File: src/rtl/jtframe_i2s_seq.sv
// I2S DAC sequencer: double-buffers 16-bit stereo samples and serializes them in
// Philips I2S framing (64 BCLK per frame). Optional 6 dB attenuation: JTFRAME_I2S_ATT_EN.
module jtframe_i2s_seq #(
   parameter int CLKDIV     = 8,
   parameter int SIGNED_SND = 1
)(
   input  logic        clk,
   input  logic        rst_n,
   input  logic [15:0] snd_left,
   input  logic [15:0] snd_right,
   input  logic        sample,
   output logic        i2s_bclk,
   output logic        i2s_lrclk,
   output logic        i2s_data,
   output logic        underrun,
   output logic [7:0]  underrun_cnt,
   output logic        running
);

   localparam int             CW      = (CLKDIV > 1) ? $clog2(CLKDIV) : 1;
   localparam logic [CW-1:0]  CNT_MAX = CW'(CLKDIV - 1);

   typedef enum logic {IDLE = 1'b0, RUN = 1'b1} state_t;

   state_t        state, state_next;
   logic [CW-1:0] cnt, cnt_next;
   logic          bclk, bclk_next;
   logic          lrclk, lrclk_next;
   logic          data, data_next;
   logic [5:0]    bitn, bitn_next, bit_adv;
   logic [4:0]    idx;
   logic [31:0]   shift, shift_next;
   logic [15:0]   hold_l, hold_l_next;
   logic [15:0]   hold_r, hold_r_next;
   logic          fresh, fresh_next;
   logic          urun, urun_next;
   logic [7:0]    ucnt, ucnt_next;
   logic          run, run_next;

   // Format conversion applied once, when the sample enters the holding stage
   function automatic logic [15:0] conv(input logic [15:0] x);
      logic [15:0] y;
      y = (SIGNED_SND != 0) ? x : {~x[15], x[14:0]};
`ifdef JTFRAME_I2S_ATT_EN
      y = {y[15], y[15:1]};
`endif
      return y;
   endfunction

   always_comb begin
      state_next  = state;
      cnt_next    = cnt;
      bclk_next   = bclk;
      lrclk_next  = lrclk;
      data_next   = data;
      bitn_next   = bitn;
      shift_next  = shift;
      hold_l_next = hold_l;
      hold_r_next = hold_r;
      fresh_next  = fresh;
      urun_next   = 1'b0;
      ucnt_next   = ucnt;
      bit_adv     = bitn + 6'd1;
      idx         = 5'd16 - bit_adv[4:0];

      if (sample) begin
         hold_l_next = conv(snd_left);
         hold_r_next = conv(snd_right);
         fresh_next  = 1'b1;
      end

      case (state)
         IDLE: begin
            cnt_next   = '0;
            bclk_next  = 1'b0;
            lrclk_next = 1'b1;
            data_next  = 1'b0;
            bitn_next  = 6'd63;
            if (sample) state_next = RUN;
         end
         RUN: begin
            if (cnt == CNT_MAX) begin
               cnt_next  = '0;
               bclk_next = ~bclk;
               if (bclk) begin
                  bitn_next  = bit_adv;
                  lrclk_next = bit_adv[5];
                  data_next  = 1'b0;
                  if (bitn == 6'd63) begin
                     shift_next = {hold_l, hold_r};
                     if (!fresh) begin
                        urun_next = 1'b1;
                        if (ucnt != 8'hFF) ucnt_next = ucnt + 8'd1;
                     end
                     // a strobe landing on the frame start belongs to the next frame
                     fresh_next = sample;
                  end else if (bit_adv[4:0] >= 5'd1 && bit_adv[4:0] <= 5'd16) begin
                     // left slot reads the upper half of shift, right slot the lower half
                     data_next = shift[{~bit_adv[5], idx[3:0]}];
                  end
               end
            end else begin
               cnt_next = cnt + CW'(1);
            end
         end
         default: state_next = IDLE;
      endcase

      run_next = (state_next == RUN);
   end

   always_ff @(posedge clk) begin
      if (!rst_n) begin
         state  <= IDLE;
         cnt    <= '0;
         bclk   <= 1'b0;
         lrclk  <= 1'b1;
         data   <= 1'b0;
         bitn   <= 6'd63;
         shift  <= '0;
         hold_l <= '0;
         hold_r <= '0;
         fresh  <= 1'b0;
         urun   <= 1'b0;
         ucnt   <= '0;
         run    <= 1'b0;
      end else begin
         state  <= state_next;
         cnt    <= cnt_next;
         bclk   <= bclk_next;
         lrclk  <= lrclk_next;
         data   <= data_next;
         bitn   <= bitn_next;
         shift  <= shift_next;
         hold_l <= hold_l_next;
         hold_r <= hold_r_next;
         fresh  <= fresh_next;
         urun   <= urun_next;
         ucnt   <= ucnt_next;
         run    <= run_next;
      end
   end

   assign i2s_bclk     = bclk;
   assign i2s_lrclk    = lrclk;
   assign i2s_data     = data;
   assign underrun     = urun;
   assign underrun_cnt = ucnt;
   assign running      = run;

endmodule

File: config.mk
export PLATFORM = sky130hd
export DESIGN_NAME = jtframe_i2s_seq
export DESIGN_NICKNAME = d
export VERILOG_FILES = /design/src/rtl/jtframe_i2s_seq.sv
export SDC_FILE = /design/constraint.sdc
export NUM_CORES = 1
export LEC_CHECK = 0
export ABC_AREA = 1
export CAP_MARGIN = 20
export CORE_AREA = 2 2 83 85
export DETAILED_ROUTE_END_ITERATION = 16
export DIE_AREA = 0 0 85 87
export GPL_ROUTABILITY_DRIVEN = 0
export PLACE_DENSITY_LB_ADDON = 0.05
export SETUP_SLACK_MARGIN = 0.5
export SYNTH_ARGS = -nofsm -noshare
export SYNTH_HDL_FRONTEND = slang
export SYNTH_SLANG_ARGS = --single-unit
File: constraint.sdc
create_clock -name clk -period 4.4 [get_ports clk]
set_clock_uncertainty 0.15 [all_clocks]
set_input_delay 0.66 -clock clk [delete_from_list [all_inputs] [get_ports clk]]
set_output_delay 0.66 -clock clk [all_outputs]
set_load 0.01 [all_outputs]
# Word level (Yosys, flattened, before mapping)
# Index checks and enable logic that the tools add are counted.
word_totals:
  regBits: 87
  inputBits: 35
  elab_cells: 58
classes:
  add_sub_neg: 4
  order_cmp: 3
  eq_ne: 5
  muxes: 25
  bitwise_logic: 4
  reduce_logical: 5
ops:
  columns: ["op", "count"]
  rows:
  - ["1-bit two-way mux", 16]
  - ["6-bit two-way mux", 2]
  - ["6-bit case mux with 2 select lines", 1]
  - ["8-bit by 1-bit adder with 8-bit output, second input constant", 1]
  - ["8-bit != test, second input constant", 1]
  - ["6-bit by 1-bit adder with 6-bit output, second input constant", 1]
  - ["6-bit equality test, second input constant", 1]
  - ["5-bit by 6-bit < comparator with 1-bit output, second input constant", 1]
  - ["1-bit case mux with 2 select lines", 3]
  - ["3-bit case mux with 2 select lines", 1]
  - ["6-bit AND reduction", 1]
  - ["1-bit binary-select mux with 5-bit select", 1]
  - ["5-bit by 1-bit greater-or-equal comparator with 1-bit output, second input constant", 1]
  - ["5-bit <= comparator, second input constant", 1]
  - ["5-bit AND reduction", 1]
  - ["1-bit inverter", 4]
  - ["4-bit AND reduction", 1]
  - ["1-bit by 4-bit subtractor with 4-bit output, first input constant", 1]
  - ["3-bit by 1-bit adder with 3-bit output, second input constant", 1]
  - ["3-bit equality test, second input constant", 1]
  - ["3-bit two-way mux", 1]
  - ["2-bit by 1-bit != test with 1-bit output, second input constant", 1]
  - ["2-bit != test, second input constant", 1]
  - ["2-bit AND reduction", 1]
  - ["1-bit logical AND", 1]

# Depth between registers and ports, before layout
depth:
  ltp_word: 9
  ltp_mapped: 15
  depth_no_buf: 14

# Least setup slack after synthesis
# OpenSTA, ideal clock, no wires.
synth_path:
  path_kind: "register -> register"
  startpoint: "register bitn[0]"
  endpoint: "register data (netlist: i2s_data)"
  setup_time_ns: 0.124
  arrival_ns: 1.828
  required_time_ns: 4.126
  setup_slack_ns: 2.298
  path_stages_with_launch: 15
  synth_period_minus_slack_ns: 2.102
  cell_sequence: "dfxtp_1 inv_2 buf_2 ha_1 buf_2 nand2_1 nand2_2 nor2_1 nor2_1 nor2_1 nand2_1 nand2_1 nand2_1 nand3_1 a21oi_1"
synth_between:
  elab_chain_len: 9
synth_rtl:
  columns: ["item", "line_no", "text"]
  rows:
  - ["start: declaration", "30", "logic [5:0] bitn, bitn_next, bit_adv;"]
  - ["start signal: assignment", "133", "bitn <= bitn_next;"]
  - ["6-bit by 1-bit adder with 6-bit output", "63", "bit_adv = bitn + 6'd1;"]
  - ["1-bit by 4-bit subtractor with 4-bit output or 1-bit inverter (tied branches)", "64, 99", null]
  - ["1-bit binary-select mux with 5-bit select", "99", "data_next = shift[{~bit_adv[5], idx[3:0]}];"]
  - ["1-bit two-way mux (implied by the code)", "99", null]
  - ["1-bit two-way mux", "97", "end else if (bit_adv[4:0] >= 5'd1 && bit_adv[4:0] <= 5'd16) begin"]
  - ["1-bit two-way mux *", "89", "if (bitn == 6'd63) begin"]
  - ["1-bit two-way mux *", "85", "if (bclk) begin"]
  - ["1-bit two-way mux *", "82", "if (cnt == CNT_MAX) begin"]
  - ["1-bit case mux with 2 select lines *", "72", "case (state)"]
  - ["end signal: assignment", "132", "data <= data_next;"]
  - ["end: declaration", "29", "logic data, data_next;"]
# Mark *: on every way between the ends. The rest lies on a longest branch, timed or not. The select of a mux whose other input is x is not followed.
# A chain may end at the register's enable or synchronous reset.

# Final worst setup path
# Same ends and word-level chain as after synthesis.

==> run summary <==
TritonCTS buffer count: 9
Die ar.: 0.007395 mm^2
Number of distinct library cells after synthesis: 30
Routed vias: 3261
Largest family of logic cells by synthesized area: simple AND/OR/NAND/NOR gates
Post-Syn Instances: 520
H-tree depth: 3
Area of all sequential standard cells: 0.001722 mm^2
Combined area of the multi-input logic cells: 0.001669 mm^2
First-iteration detailed-routing DRC count: 107
Final setup fails: 0
Worst Hold Class: register to register
PD cells: 341.6 mW/mm^2
Worst-Skew Late Latency: 0.35 ns
Tot Pwr: 0.001496 W
Worst-margin pin slew: 0.8933 ns
Setup ws final: 1.701 ns
Post-synthesis sequential area ratio: 46.64%
Commonest non-fill, non-tap cell in the layout: nand2_1
Worst path bufs/invs: 3
Number of synthesis warnings: 0
Post-DRT Antenna Nets: 0
Proportion of layout cells with a drive suffix above 1: 5.000%
Die Ht: 87 um
# DRC: 0
Maximum vdd drop: 0.0001867 V
Critical path, cell by cell: buf_4 > inv_2 > ha_1 > inv_1 > nand2_1 > nand2_2 > nor2_1 > nor2_1 > nor2_1 > nand2_1 > nand2_1 > nand2_1 > nand3_1 > a21oi_1
Total GRT Usage: 22.24%
Area delta synth->final: 18.64%
Diodes inserted: 0
Fmax: 370.5 MHz
Worst hold slack: 0.2736 ns
Synth Area in Adders: 1.695%
IO Pins: 48
Max FO, Critical Path: 19
Post-synthesis cell area: 0.003691 mm^2
Leakage power: 1.906 nW
Clock Tree Buf Depth: 2
Initial antenna violation count: 0
Synth Area per Inst: 7.098 um^2
DP Worst Slack: 1.494 ns
Tcrit/Tclk final: 61.34%
Fillers: 653
Clock Tree Root: clkbuf_8
RSZ-0062 raised after global routing: false
Cts hold-fix bufs: 0
# nets final: 597
Most frequent cells in the layout: nand2_1, nor2_1, dfxtp_1, o21ai_0, inv_1
Pre-antenna DRT Iters: 4
Max-Cap Viols: 0
CP delay by family, top: simple AND/OR/NAND/NOR gates
WP data required: 4.47 ns
CORE AREA: 0.006569 mm^2
Most frequent CP cell: nand2_1
Post-CTS setup repair buffer count: 0
First-pass GRT wire length: 13460 um
Clock Pin Slew Worst Setup and Hold Paths: 0.08 ns
Routed WL: 7694 um
Die Wd: 85 um
Simple-gate share of the synthesized area: 27.42%
CTS sink count: 86
Fin area: 0.004379 mm^2
TritonCTS clock tree: done
Final hold viol count: 0
Largest net degree at the start of global routing: 71
Min Tclk post-route: 2.699 ns
IO buf count: 47
Slew HR: 40.08%
PostCTS Resize Cnt: 0
Worst setup path category: register to register
Effective utilization at floorplan: 56.19%
Net Count, Synth: 560
Vias in the first global route: 3092
Crit path largest cell delay: 0.59 ns
Compound-Gate Fraction of Synth Area: 15.39%
XOR/XNOR share of the synthesized area: 0.7119%
Vias per inst: 5.095
Grt ovf: 0
Row count: 30
Setup tns final: 0 ns
Startpoint types: register
Critical path arrival: 2.77 ns
Drt wl/cell: 12.02 um
Seq cells post-synth: 86
Critical Path Slowest Stage Cell: ha_1
Detail Placement HPWL: 4906 um
Post-DP Area: 0.004183 mm^2
Multiplexer area fraction after synthesis: 0%
Count of pins over their slew limit: 0
Status: completed
Crit end category: register
## final timing paths
kind                              start  slack [ns]  endpoint  cells past startpoint
worst max-delay path            bitn[0]        1.70  i2s_data                     14
worst min-delay path             cnt[0]        0.27    cnt[0]                      1
worst max register to register  bitn[0]        1.70  i2s_data                     14
worst min register to register   cnt[0]        0.27    cnt[0]                      1
## cell type report
cell class	instances	share of cell area [%]
Sequential cell	86	39.31
Multi-Input combinational cell	357	38.11
Timing Repair Buffer	50	11.26
Inverter	53	4.543
Clock buffer	11	3.457
Tap cell	80	2.286
Clock inverter	3	1.029
## kinds of logic after synthesis
family          after synthesis
simple gates                238
compound gates              111
flops                        86
buf+inv                      77
fa+ha+maj                     5
xor+xnor                      3
## power breakdown
part	leakage, nW	switching (W)	total (W)	internal [W]
combinational	1.11	0.0000704	0.000129	0.0000584
clock	0.0935	0.000267	0.000554	0.000287
sequential	0.702	0.0000126	0.000813	0.000801
## sequential cells by signal (all words and copies together) (netlist names)
| signal | count |
|---|---|
| shift | 32 |
| hold_l | 16 |
| hold_r | 16 |
| underrun_cnt | 8 |
| bitn | 5 |
| cnt | 3 |
| fresh | 1 |
| i2s_bclk | 1 |
| i2s_data | 1 |
| i2s_lrclk | 1 |
| running | 1 |
| underrun | 1 |
## metrics by stage
step | instances | util (%)
2_1_floorplan | 520 | -
5_1_grt | 640 | 66.67
4_1_cts | 640 | 66.67
3_5_place_dp | 626 | 63.68
3_3_place_gp | 626 | 63.68
6_report | 640 | 66.67
## per-layer routing
| layer | vias to the layer above | part of all wire [%] | track usage [%] |
|---|---|---|---|
| li1 | 1721 | - | - |
| met1 | 1477 | 49 | 27.93 |
| met2 | 50 | 46 | 37.71 |
| met3 | 13 | 2.9 | 3.507 |
| met4 | 0 | 1.5 | 10.10 |
| met5 | - | 0 | 0 |
## cell usage after synthesis (all sizes together)
cell,instances,area share [%]
nor2,100,11
clkinv,1,0.10
ha,5,1.7
nand3b,2,0.41
nand4,3,0.51
nand3,14,2.0
nor4b,1,0.24
and3,1,0.17
a21oi,37,5.1
nor3,7,1.4
buf,5,0.81
xor2,3,0.71
a31oi,1,0.17
o21ai,71,9.6
inv,52,5.3
o221ai,2,0.47
nand2,110,12
dfxtp,86,47
clkbuf,19,1.9
(Power assumes the default switching activity.)
